$ cat src/rtl/write_txn_tracker.sv
// Tracks up to NumSlots outstanding AXI write transactions observed on AW/W/B,
// enforcing per-phase cycle budgets and flagging protocol violations.
module write_txn_tracker #(
    parameter int NumSlots = 4,
    parameter int IdWidth  = 6,
    parameter int CntWidth = 10
) (
    input  logic                        clk_i,
    input  logic                        rst_ni,
    input  logic                        aw_valid_i,
    input  logic                        aw_ready_i,
    input  logic [IdWidth-1:0]          aw_id_i,
    input  logic                        w_valid_i,
    input  logic                        w_ready_i,
    input  logic                        w_last_i,
    input  logic                        b_valid_i,
    input  logic                        b_ready_i,
    input  logic [IdWidth-1:0]          b_id_i,
    input  logic [CntWidth-1:0]         budget_w_i,
    input  logic [CntWidth-1:0]         budget_b_i,
    input  logic                        clr_i,
    output logic                        aw_stall_o,
    output logic                        timeout_o,
    output logic [IdWidth-1:0]          timeout_id_o,
    output logic                        proto_err_o,
    output logic                        busy_o,
    output logic [$clog2(NumSlots):0]   txn_cnt_o
);

    localparam int SlotW = $clog2(NumSlots);
    localparam int TxnW  = SlotW + 1;

    typedef enum logic [1:0] {
        WRITE_IDLE     = 2'd0,
        WRITE_ADDRESS  = 2'd1,
        WRITE_DATA     = 2'd2,
        WRITE_RESPONSE = 2'd3
    } write_state_t;

    write_state_t          state_q [NumSlots];
    write_state_t          state_d [NumSlots];
    logic [IdWidth-1:0]    id_q    [NumSlots];
    logic [IdWidth-1:0]    id_d    [NumSlots];
    logic [CntWidth-1:0]   cnt_q   [NumSlots];
    logic [CntWidth-1:0]   cnt_d   [NumSlots];
    logic                  exp_q   [NumSlots];
    logic                  exp_d   [NumSlots];
    logic [SlotW-1:0]      fifo_q  [NumSlots];
    logic [SlotW-1:0]      fifo_d  [NumSlots];
    logic [SlotW-1:0]      rd_ptr_q, rd_ptr_d;
    logic [SlotW-1:0]      wr_ptr_q, wr_ptr_d;
    logic [SlotW:0]        q_cnt_q, q_cnt_d;
    logic                  timeout_q, timeout_d;
    logic [IdWidth-1:0]    timeout_id_q, timeout_id_d;
    logic                  proto_err_q, proto_err_d;
    logic                  busy_q, busy_d;
    logic [TxnW-1:0]       txn_cnt_q, txn_cnt_d;

    logic                  aw_hs_s, w_hs_s, b_hs_s;
    logic                  all_busy_s, id_hit_s, aw_stall_s;
    logic                  free_found_s, b_found_s;
    logic [SlotW-1:0]      free_idx_s, b_idx_s, head_s;
    logic                  q_empty_s, aw_take_s, w_take_s, b_take_s;
    logic                  tmo_found_s;
    logic [IdWidth-1:0]    tmo_id_s;
    logic                  proto_ev_s;

    assign aw_hs_s    = aw_valid_i & aw_ready_i;
    assign w_hs_s     = w_valid_i & w_ready_i;
    assign b_hs_s     = b_valid_i & b_ready_i;
    assign aw_stall_s = all_busy_s | id_hit_s;
    assign q_empty_s  = (q_cnt_q == '0);
    assign head_s     = fifo_q[rd_ptr_q];
    assign aw_take_s  = aw_hs_s & ~aw_stall_s;
    assign w_take_s   = w_hs_s & ~q_empty_s;
    assign b_take_s   = b_hs_s & b_found_s;
    assign proto_ev_s = (aw_hs_s & aw_stall_s) | (w_hs_s & q_empty_s) | (b_hs_s & ~b_found_s);

    // Scan registered slot state: free slot, duplicate AW ID, B match.
    always_comb begin
        all_busy_s   = 1'b1;
        id_hit_s     = 1'b0;
        free_found_s = 1'b0;
        free_idx_s   = '0;
        b_found_s    = 1'b0;
        b_idx_s      = '0;
        for (int i = 0; i < NumSlots; i++) begin
            if (state_q[i] == WRITE_IDLE) begin
                all_busy_s = 1'b0;
                if (!free_found_s) begin
                    free_found_s = 1'b1;
                    free_idx_s   = SlotW'(i);
                end else begin
                    free_idx_s   = free_idx_s;
                end
            end else begin
                id_hit_s = id_hit_s | (id_q[i] == aw_id_i);
            end
            if ((state_q[i] == WRITE_RESPONSE) && (id_q[i] == b_id_i) && !b_found_s) begin
                b_found_s = 1'b1;
                b_idx_s   = SlotW'(i);
            end else begin
                b_idx_s   = b_idx_s;
            end
        end
    end

    // Per-slot next state, budget counters, timeout detection and W queue.
    always_comb begin
        fifo_d      = fifo_q;
        rd_ptr_d    = rd_ptr_q;
        wr_ptr_d    = wr_ptr_q;
        q_cnt_d     = q_cnt_q;
        tmo_found_s = 1'b0;
        tmo_id_s    = '0;
        for (int i = 0; i < NumSlots; i++) begin
            logic trans_v;
            state_d[i] = state_q[i];
            id_d[i]    = id_q[i];
            cnt_d[i]   = cnt_q[i];
            exp_d[i]   = exp_q[i];
            trans_v    = 1'b1;
            if (aw_take_s && (free_idx_s == SlotW'(i))) begin
                state_d[i] = WRITE_ADDRESS;
                id_d[i]    = aw_id_i;
                cnt_d[i]   = budget_w_i;
            end else if (w_take_s && (head_s == SlotW'(i)) &&
                         (w_last_i || (state_q[i] == WRITE_ADDRESS))) begin
                if (w_last_i) begin
                    state_d[i] = WRITE_RESPONSE;
                    cnt_d[i]   = budget_b_i;
                end else begin
                    state_d[i] = WRITE_DATA;
                    cnt_d[i]   = (cnt_q[i] != '0) ? cnt_q[i] - CntWidth'(1) : cnt_q[i];
                end
            end else if (b_take_s && (b_idx_s == SlotW'(i))) begin
                state_d[i] = WRITE_IDLE;
                cnt_d[i]   = '0;
            end else begin
                trans_v    = 1'b0;
            end

            // Each phase may time out only once; a fresh phase re-arms it.
            if (trans_v) begin
                exp_d[i] = 1'b0;
            end else if (state_q[i] != WRITE_IDLE) begin
                if (cnt_q[i] != '0) begin
                    cnt_d[i] = cnt_q[i] - CntWidth'(1);
                end else if (!exp_q[i]) begin
                    exp_d[i] = 1'b1;
                    if (!tmo_found_s) begin
                        tmo_found_s = 1'b1;
                        tmo_id_s    = id_q[i];
                    end else begin
                        tmo_id_s    = tmo_id_s;
                    end
                end else begin
                    exp_d[i] = exp_q[i];
                end
            end else begin
                exp_d[i] = exp_q[i];
            end
        end

        if (aw_take_s) begin
            fifo_d[wr_ptr_q] = free_idx_s;
            wr_ptr_d         = wr_ptr_q + SlotW'(1);
        end else begin
            wr_ptr_d         = wr_ptr_q;
        end
        if (w_take_s && w_last_i) begin
            rd_ptr_d = rd_ptr_q + SlotW'(1);
        end else begin
            rd_ptr_d = rd_ptr_q;
        end
        q_cnt_d = q_cnt_q + (SlotW+1)'(aw_take_s) - (SlotW+1)'(w_take_s & w_last_i);
    end

    // Sticky flags and occupancy; a new event outranks a same-cycle clear.
    always_comb begin
        proto_err_d = proto_ev_s | (proto_err_q & ~clr_i);
        timeout_d   = tmo_found_s | (timeout_q & ~clr_i);
        if (tmo_found_s && !(timeout_q && !clr_i)) begin
            timeout_id_d = tmo_id_s;
        end else if (clr_i) begin
            timeout_id_d = '0;
        end else begin
            timeout_id_d = timeout_id_q;
        end
        txn_cnt_d = '0;
        for (int i = 0; i < NumSlots; i++) begin
            if (state_d[i] != WRITE_IDLE) begin
                txn_cnt_d = txn_cnt_d + TxnW'(1);
            end else begin
                txn_cnt_d = txn_cnt_d;
            end
        end
        busy_d = (txn_cnt_d != '0);
    end

    // State registers with asynchronous active-low reset.
    always_ff @(posedge clk_i or negedge rst_ni) begin
        if (!rst_ni) begin
            for (int i = 0; i < NumSlots; i++) begin
                state_q[i] <= WRITE_IDLE;
                id_q[i]    <= '0;
                cnt_q[i]   <= '0;
                exp_q[i]   <= 1'b0;
                fifo_q[i]  <= '0;
            end
            rd_ptr_q     <= '0;
            wr_ptr_q     <= '0;
            q_cnt_q      <= '0;
            timeout_q    <= 1'b0;
            timeout_id_q <= '0;
            proto_err_q  <= 1'b0;
            busy_q       <= 1'b0;
            txn_cnt_q    <= '0;
        end else begin
            for (int i = 0; i < NumSlots; i++) begin
                state_q[i] <= state_d[i];
                id_q[i]    <= id_d[i];
                cnt_q[i]   <= cnt_d[i];
                exp_q[i]   <= exp_d[i];
                fifo_q[i]  <= fifo_d[i];
            end
            rd_ptr_q     <= rd_ptr_d;
            wr_ptr_q     <= wr_ptr_d;
            q_cnt_q      <= q_cnt_d;
            timeout_q    <= timeout_d;
            timeout_id_q <= timeout_id_d;
            proto_err_q  <= proto_err_d;
            busy_q       <= busy_d;
            txn_cnt_q    <= txn_cnt_d;
        end
    end

    assign aw_stall_o   = aw_stall_s;
    assign timeout_o    = timeout_q;
    assign timeout_id_o = timeout_id_q;
    assign proto_err_o  = proto_err_q;
    assign busy_o       = busy_q;
    assign txn_cnt_o    = txn_cnt_q;

endmodule

$ cat config.mk
export PLATFORM = sky130hd
export DESIGN_NAME = write_txn_tracker
export DESIGN_NICKNAME = d
export VERILOG_FILES = /design/src/rtl/write_txn_tracker.sv
export SDC_FILE = /design/constraint.sdc
export NUM_CORES = 1
export LEC_CHECK = 0
export ABC_AREA = 1
export CAP_MARGIN = 10
export CORE_ASPECT_RATIO = 1.1
export CORE_MARGIN = 10
export CORE_UTILIZATION = 38
export DETAILED_ROUTE_END_ITERATION = 10
export HOLD_SLACK_MARGIN = 0.1
export PLACE_DENSITY_LB_ADDON = 0.08
export SLEW_MARGIN = 20
export SYNTH_ARGS = -nofsm -noshare
export SYNTH_HDL_FRONTEND = slang
export SYNTH_SLANG_ARGS = --single-unit
$ cat constraint.sdc
create_clock -name clk_i -period 3.17 [get_ports clk_i]
set_clock_uncertainty 0.15 [all_clocks]
set_input_delay 0.634 -clock clk_i [delete_from_list [all_inputs] [get_ports clk_i]]
set_output_delay 0.634 -clock clk_i [all_outputs]
set_load 0.005 [all_outputs]
==> results.toml, run 1 <==
[cts]
clk_latency_ns = 0.36
cts.sink_count = 103
h-tree-depth = 3
root_buffer = "clkbuf_16"
hold_buffers = 0
cts.path.max_buffers = 2
clk_transition_reported_paths_ns = 0.08
cts_buffers = 9
cts_tree = "built"

[placement]
port-buffer-count = 54
place_ws_ns = -0.654
dp_hpwl_um = 21300
place_inst = 1568
placed_area_um2 = 9730
globalplace.congestion = 0.945

[layout]
finalInstanceArea_um2 = 10300
layout.cells.non_filler = 1595
most-common-layout-cells = "302 x nand2_1, 143 x buf_4, 128 x inv_1, 99 x dfrtp_1, 97 x nor2_1"
diodes = 0
final_common_cell = "nand2_1"
nets = 1390
final_layout_size_suffix_gt1_frac = 0.233
area.growth.synth_to_final_pct = 28.7
fin_util = 0.497

[logic_synthesis]
synth_nets = 1204
ys_seq_elements = 103
synth_top_flop_cell = "dfrtp_1"
yosys_warnings = 0
syn_avg_cell_area_um2 = 6.95
synth_area_um2 = 7980
synth_cells = 1148
yosysUniqueCellTypes = 55
synth_edf_count = 0
ys_seq_area_frac = 0.323
async_flop_share = 1.00

[drt]
postRouteAntennaNets = 0
vias = 8126
wl_per_cell_um = 17.3
drc = 0
drtIter0Drc = 620
via_per_inst = 5.09
first_pass_iters = 5
finalWirelength_um = 27500

[sta]
fmax_mhz = 329
final-setup-viol-count = 0
max_slew.worst_pin.slew_ns = 0.618
hold_viol = 0
setup_ws_ns = 0.130
whs_ns = 0.122
report.final.slew_viol_count = 0
slew_headroom = 0.588
fin_crit_ns = 3.04
finalSetupTns_ns = 0
period_share = 0.959

[die]
rows = 55
ios = 55
initial_core_util = 0.386
die_x_um = 158
dieHeight_um = 172
core_um2 = 20600
die_area_um2 = 27200

[grt]
gr-max-usage-layer = "met2"
track_usage = 0.206
grt_pass1_wl_um = 43400
use_met2 = 0.340
grt_max_degree = 44
antenna_found_initial = 0
first_global_vias = 7942
grt.met1_usage = 0.267
grt_overflow_total = 0
gr-usage-met3 = 0.0308

[power]
p_per_area_nw_per_um2 = 877
peakVddDrop_uv = 334
p_leak_nw = 5.15
power_mw = 9.00

[run_status]
run_status = "complete, no violations"

[setup_path]
start_kind = "flop"
critPathKind = "reg2reg"
crit_arrival_ns = 3.14
path_max_fanout = 4
end_kind = "flop"
required_ns = 3.27

[run]
maxCapViolCount = 0

[hold_path]
min_path_type = "in2async"
layer usage:
| metal | up-vias | part of all wire |
|---|---|---|
| li1 | 4105 | - |
| met1 | 3776 | 0.45 |
| met2 | 200 | 0.48 |
| met3 | 45 | 0.049 |
| met4 | 0 | 0.028 |
| met5 | - | 0 |
sequential cells by signal (all words and copies together), names as in the netlist:
signal and flops:
timeout_o 1, fifo_q 8, id_q 24, timeout_id_o 6
rd_ptr_q 2, txn_cnt_o 3, state_q 8, proto_err_o 1
busy_o 1, q_cnt_q 3, wr_ptr_q 2, cnt_q 40
exp_q 4
Yosys cell counts, types with 2 or more instances:
cell,instances,area share
or2_2,2,0.0016
nand3_1,89,0.056
nor3_2,3,0.0038
buf_2,6,0.0038
o211ai_1,8,0.0075
buf_4,3,0.0028
nor2_4,11,0.016
a21oi_1,36,0.023
nand2_1,308,0.14
xor2_1,30,0.033
dfrtp_1,103,0.32
nand2_2,12,0.0094
a22oi_1,2,0.0019
inv_2,25,0.012
nand4_1,21,0.016
nand4_2,3,0.0047
mux2i_1,3,0.0038
o221ai_1,6,0.0066
a211oi_1,3,0.0028
o22ai_1,15,0.012
nand4_4,3,0.0080
nor2_1,107,0.050
nand3_2,8,0.010
nand2_4,5,0.0071
buf_6,5,0.0071
nor3_1,11,0.0069
nand3_4,4,0.0088
nor2_2,11,0.0086
inv_1,133,0.063
nand3b_1,3,0.0028
and2_1,2,0.0016
nor3_4,2,0.0041
o22a_1,3,0.0033
xnor2_1,17,0.019
o21ai_0,83,0.052
clkbuf_1,10,0.0047
mux2_2,8,0.011
o21ai_1,13,0.0082
ha_1,13,0.020
a21oi_2,2,0.0022
nor4_1,2,0.0016
critical path: stages, from the launching register on:
cell	delay (ns)
dfrtp_1	0.45
inv_1	0.17
nand2_1	0.11
nand2_1	0.07
nor2_1	0.06
nand3_1	0.12
nand3_2	0.11
nand2_2	0.09
inv_2	0.04
a221oi_2	0.22
inv_1	0.12
nor2_4	0.16
ha_4	0.23
inv_2	0.05
nand2_2	0.05
nand2_2	0.06
inv_1	0.04
ha_1	0.27
or2_0	0.21
nand2_1	0.07
nand3_1	0.06
power by group:
group / switching [mW] / total [mW] / internal [mW] / leakage [nW]
registers: 0.567 / 2.46 / 1.90 / 1.27
logic: 3.00 / 5.21 / 2.21 / 3.71
clock network: 0.548 / 1.33 / 0.779 / 0.164
total: 4.12 / 9.00 / 4.89 / 5.15
kinds of logic (layout without fill, tap and decap cells):
| group | Yosys count | in the layout | synth area share |
|---|---|---|---|
| compound gates | 178 | 178 | 0.127 |
| flops | 103 | 103 | 0.323 |
| fa+ha+maj | 14 | 14 | 0.0229 |
| simple gates | 610 | 610 | 0.366 |
| buf+inv | 185 | 376 | 0.0943 |
| mux | 11 | 11 | 0.0151 |
| xor+xnor | 47 | 47 | 0.0516 |
cell type report:
cell class              instances  area [um2]
clock buffers                  10         229
clock inverters                 6         115
fillers                      2129       10400
inverters                     159         597
multi-input cells             860        4790
flip-flops and latches        103        2580
well taps                     256         320
repair buffers                201        1630
worst paths after layout:
check                                startpoint  cells past startpoint  slack, ns               to
worst max register to register         id_q[19]                     20       0.13           busy_o
worst min-delay path                     rst_ni                      1       0.12        cnt_q[39]
min in group clk_i              timeout_id_o[1]                      2       0.36  timeout_id_o[1]
worst max-delay path                   id_q[19]                     20       0.13           busy_o
worst min register to register  timeout_id_o[1]                      2       0.36  timeout_id_o[1]
max in group asynchronous                rst_ni                      2       1.98       state_q[6]
repair_timing:
| action | CTS | global route |
|---|---|---|
| resized for setup | 28 | 54 |
| setup buffers | 4 | 8 |
| pin swaps | 15 | 31 |
| endpoints found under the setup margin | 6 | 3 |
Note: power is estimated with default switching activity, not from simulation.
==> inputs of run 2 (changes only) <==
--- a/config.mk
+++ b/config.mk
@@ -11,8 +11,10 @@
 export CORE_MARGIN = 10
 export CORE_UTILIZATION = 38
 export DETAILED_ROUTE_END_ITERATION = 10
+export DONT_BUFFER_PORTS = 1
 export HOLD_SLACK_MARGIN = 0.1
 export PLACE_DENSITY_LB_ADDON = 0.08
+export SKIP_LAST_GASP = 1
 export SLEW_MARGIN = 20
 export SYNTH_ARGS = -nofsm -noshare
 export SYNTH_HDL_FRONTEND = slang
==> results.toml, run 2 (synthesized netlist as in run 1, its figures left out) <==
[die]
rows = 55
core_um2 = 20600
dieHeight_um = 172
ios = 55
initial_core_util = 0.386
die_x_um = 158
die_area_um2 = 27200

[layout]
finalInstanceArea_um2 = 8960
most-common-layout-cells = "305 x nand2_1, 129 x inv_1, 99 x nor2_1, 93 x dfrtp_1, 88 x nand3_1"
largest_reg_flops = 40
final_layout_size_suffix_gt1_frac = 0.165
final_common_cell = "nand2_1"
layout.cells.non_filler = 1448
nets = 1244
largest-register = "cnt_q"
fill_cells = 2153
area.growth.synth_to_final_pct = 12.3
reg_top3 = "cnt_q: 40 flops, id_q: 24 flops"
diodes = 0

[sta]
whs_ns = -0.180
final-setup-viol-count = 0
period_share = 0.951
fmax_mhz = 332
fin_crit_ns = 3.01
slew_headroom = 0.636
hold_viol = 103
report.final.slew_viol_count = 0
max_slew.worst_pin.slew_ns = 0.540

[grt]
antenna_found_initial = 0
grt.met1_usage = 0.263
grt_overflow_total = 0
gr-usage-met3 = 0.0246
track_usage = 0.198
gr-max-usage-layer = "met2"
use_met2 = 0.325
grt_max_degree = 104
first_global_vias = 7272
grt_pass1_wl_um = 41600

[power]
p_per_area_nw_per_um2 = 923
p_leak_nw = 4.40
peakVddDrop_uv = 352

[drt]
wl_per_cell_um = 18.4
drtIter0Drc = 605
drc = 0
first_pass_iters = 5
finalWirelength_um = 26700
via_per_inst = 5.26
vias = 7621
postRouteAntennaNets = 0

[setup_path]
path_max_fanout = 5
critPathKind = "reg2reg"
required_ns = 3.26
crit_slowest_cell = "dfrtp_2"
crit_top_cell = "nand2_1"
end_kind = "flop"
start_kind = "flop"
crit_arrival_ns = 3.11
path_cells = "inv_1, nand2_1, o21ai_1, nor2_2, nand2_1, nor2_2, nor2_4, nand4_4, inv_2, a221oi_2, inv_1, nor2_4, buf_4, inv_1, ha_1, nand2_2, nand2_1, ha_1, or2_0, nand2_1, nand3_1"
slowest_delay_ns = 0.43

[placement]
dp_hpwl_um = 20400
placed_area_um2 = 8510
globalplace.congestion = 0.938
port-buffer-count = 0
place_inst = 1426

[cts]
cts_tree = "built"
clk_latency_ns = 0.37
cts.sink_count = 103
clk_transition_reported_paths_ns = 0.07
cts.path.max_buffers = 2
root_buffer = "clkbuf_16"
cts_buffers = 9
h-tree-depth = 3

[run]
maxCapViolCount = 0

[hold_path]
min_path_type = "in2async"

[run_status]
violations = "negative hold slack"
run_status = "complete, but fails checks"
## run 2: cell types whose count changed in the layout (fill, tap and decap cells not counted), sizes merged
cell,delta
clkinvlp,-1
clkdlybuf4s50,-37
bufinv,-1
buf,-93
dlymetal6s2s,-3
clkinv,+2
dlygate4sd2,-1
clkbuf,-10
clkdlybuf4s15,-1
inv,-2
## run 2: metrics by stage
| stage | hold WS, ns | power (mW) | setup slack (ns) | TNS, ns | util |
|---|---|---|---|---|---|
| final | -0.180 | 8.27 | 0.155 | 0 | 0.434 |
| after global routing | -0.197 | 9.04 | -0.0463 | -0.0552 | 0.434 |
| after detailed placement | 0.197 | 6.83 | -0.0708 | -0.103 | 0.412 |
| after global placement | 0.196 | 6.82 | -0.0134 | -0.0134 | 0.412 |
| after CTS | -0.194 | 8.10 | 0.0518 | 0 | 0.427 |
| after floorplan | 0.188 | 5.58 | -0.0407 | -0.0493 | - |
## run 2: final timing paths
check | start | end | slack, ns | depth (start not counted)
worst min register to register | fifo_q[7] | fifo_q[7] | 0.36 | 1
worst max-delay path | id_q[8] | busy_o | 0.16 | 21
max in group asynchronous | rst_ni | state_q[7] | 2.85 | 0
min in group clk_i | aw_id_i[5] | id_q[17] | 0.24 | 2
worst max register to register | id_q[8] | busy_o | 0.16 | 21
worst min-delay path | rst_ni | cnt_q[37] | -0.18 | 0
## run 2: per-layer routing
layer / wire (um) / share of wire
met2: 12600 / 0.47
met1: 12300 / 0.46
met3: 1100 / 0.041
met5: 0 / 0
met4: 633 / 0.024
## run 2: worst max-delay path, delay by kind of cell (launching register included)
kind,cells,cell delay [ns]
compound gates,2,0.24
flops,1,0.43
buf+inv,5,0.39
fa+ha+maj,2,0.48
simple gates,12,1.22
## run 2: power by group
group | switching [mW] | internal (mW) | leakage, nW
clock | 0.530 | 0.709 | 0.155
combinational | 2.78 | 1.75 | 2.98
sequential | 0.590 | 1.90 | 1.26
total | 3.90 | 4.37 | 4.40
## run 2: repair_timing
action | 4_1_cts | 5_1_grt
hold endpoints to repair | 103 | 103
endpoints found under the setup margin | 0 | 3
setup buffers | 0 | 7
gates resized for setup | 0 | 30
## run 2: area by class of cell
| type | count | area (um2) | share of cell area |
|---|---|---|---|
| clock buffer | 11 | 243 | 0.0271 |
| clock inverter | 4 | 70.1 | 0.00782 |
| timing repair buffer | 55 | 413 | 0.0461 |
| inverter | 159 | 597 | 0.0666 |
| multi-input combinational | 860 | 4720 | 0.527 |
| tap | 256 | 320 | 0.0358 |
| sequential | 103 | 2590 | 0.289 |
==> inputs of run 3 (changes only) <==
--- a/config.mk
+++ b/config.mk
@@ -8,14 +8,13 @@
 export ABC_AREA = 1
 export CAP_MARGIN = 10
 export CORE_ASPECT_RATIO = 1.1
-export CORE_MARGIN = 10
 export CORE_UTILIZATION = 38
 export DETAILED_ROUTE_END_ITERATION = 10
 export DONT_BUFFER_PORTS = 1
 export HOLD_SLACK_MARGIN = 0.1
 export PLACE_DENSITY_LB_ADDON = 0.08
 export SKIP_LAST_GASP = 1
-export SLEW_MARGIN = 20
+export SLEW_MARGIN = 0
 export SYNTH_ARGS = -nofsm -noshare
 export SYNTH_HDL_FRONTEND = slang
 export SYNTH_SLANG_ARGS = --single-unit
==> results.toml, run 3 (synthesized netlist as in run 1, its figures left out) <==
[layout]
final_common_cell = "nand2_1"
largest_reg_flops = 40
reg_top3 = "cnt_q: 40 flops, id_q: 24 flops"
area.growth.synth_to_final_pct = 14.4
final_layout_size_suffix_gt1_frac = 0.181
diodes = 0
nets = 1253
most-common-layout-cells = "304 x nand2_1, 127 x inv_1, 99 x nor2_1, 90 x dfrtp_1, 88 x nand3_1"
largest-register = "cnt_q"

[power]
peakVddDrop_uv = 305
p_leak_nw = 4.47
power_mw = 8.55
p_per_area_nw_per_um2 = 938

[sta]
fmax_mhz = 335
slew_headroom = 0.675
whs_ns = -0.185
fin_crit_ns = 2.99
report.final.slew_viol_count = 0
max_slew.worst_pin.slew_ns = 0.482
setup_ws_ns = 0.181
period_share = 0.943
final-setup-viol-count = 0
hold_viol = 103

[drt]
finalWirelength_um = 26300
via_per_inst = 5.28
wl_per_cell_um = 18.0
first_pass_iters = 5
drtIter0Drc = 410
vias = 7700
postRouteAntennaNets = 0
drc = 0

[placement]
dp_hpwl_um = 19900
globalplace.congestion = 0.926
place_ws_ns = -0.122
port-buffer-count = 0

[setup_path]
start_kind = "flop"
reg2reg_depth = 19
path_max_fanout = 4
worst-path-buf-inv = 5
crit_slowest_cell = "dfrtp_1"
path_cells = "buf_4, xnor2_1, nand3_1, nor2_4, nor2_4, nand4_4, inv_2, a221oi_2, inv_1, nor2_4, ha_4, inv_1, nand2_1, nand2_1, inv_1, ha_1, or2_0, nand2_1, nand3_1"
r2r-start = "id_q[12]"
slowest_delay_ns = 0.41
required_ns = 3.26
r2r_slack_ns = 0.18
reg2reg_to = "busy_o"
cp_top_family = "simple AND/OR/NAND/NOR gates"
crit_arrival_ns = 3.08
end_kind = "flop"
critPathKind = "reg2reg"

[die]
ios = 55
initial_core_util = 0.388
rows = 55
die_x_um = 140
die_area_um2 = 21600
dieHeight_um = 154
core_um2 = 20600

[grt]
track_usage = 0.250
grt_pass1_wl_um = 41100
grt_max_degree = 104
antenna_found_initial = 0
grt_overflow_total = 0
first_global_vias = 7331

[cts]
root_buffer = "clkbuf_16"
cts_buffers = 9
cts_tree = "built"
clk_transition_reported_paths_ns = 0.08
clk_latency_ns = 0.36
cts.path.max_buffers = 2
cts.sink_count = 103
h-tree-depth = 3

[run_status]
violations = "negative hold slack"
run_status = "complete, but fails checks"

[run]
maxCapViolCount = 0

[hold_path]
min_path_type = "in2async"
-- run 3: changes by cell type in the layout (fill, tap and decap cells not counted), moves of 2 or more --
cell / before / now
xnor2_1: 17 / 15
inv_2: 29 / 31
clkinv_2: 2 / 0
dfrtp_1: 93 / 90
dfrtp_2: 10 / 13
inv_1: 129 / 127
clkinvlp_4: 0 / 2
bufinv_16: 2 / 4
xnor2_2: 0 / 2
a21oi_2: 1 / 3
buf_4: 55 / 64
-- run 3: report_power, final --
group / total (mW) / internal, mW / switching (mW)
Clock: 1.41 / 0.856 / 0.557
Sequential: 2.47 / 1.91 / 0.561
Combinational: 4.67 / 1.82 / 2.85
Total: 8.55 / 4.59 / 3.97
-- run 3: area by class of cell --
class | instances | area, um2
flip-flops and latches | 103 | 2590
well taps | 256 | 320
inverters | 159 | 597
clock buffers | 9 | 225
repair buffers | 64 | 480
fillers | 2128 | 11500
multi-input cells | 860 | 4760
clock inverters | 7 | 144
-- run 3: timing repair --
item | CTS | global route
resized for setup | 0 | 42
buffers inserted | 0 | 12
setup endpoints to repair | 0 | 2
endpoints found under the hold margin | 103 | 103
-- run 3: worst register-to-register path, cell delays in order (launching register included) --
cell and delay (ns):
dfrtp_1 0.41, buf_4 0.17, xnor2_1 0.16, nand3_1 0.15, nor2_4 0.18, nor2_4 0.07
nand4_4 0.06, inv_2 0.06, a221oi_2 0.19, inv_1 0.12, nor2_4 0.12, ha_4 0.21
inv_1 0.05, nand2_1 0.06, nand2_1 0.10, inv_1 0.05, ha_1 0.25, or2_0 0.19
nand2_1 0.08, nand3_1 0.06
-- run 3: stage by stage --
step	std cells	area [um2]	TNS [ns]	hold WS (ns)	util
after global routing	1458	9120	-0.0941	-0.199	0.443
after detailed placement	1430	8540	-0.205	0.193	0.415
after CTS	1446	8910	0	-0.199	0.433
after floorplan	1148	8000	-0.0493	0.188	-
final	1458	9120	0	-0.185	0.443
after global placement	1430	8540	-0.0946	0.193	0.415
-- run 3: worst max path at each step --
stage	from	endpoint	depth (start not counted)
floorplan	b_id_i[3]	busy_o	21
global placement	b_id_i[1]	busy_o	21
detailed placement	b_id_i[1]	busy_o	21
CTS	id_q[13]	busy_o	21
global route	id_q[12]	busy_o	19
finish	id_q[12]	busy_o	19
-- run 3: per-layer routing --
metal / global-route usage / wire, um
met1: 0.327 / 12000
met2: 0.416 / 12400
met3: 0.0358 / 1200
met4: 0.0989 / 697
met5: 0 / 0
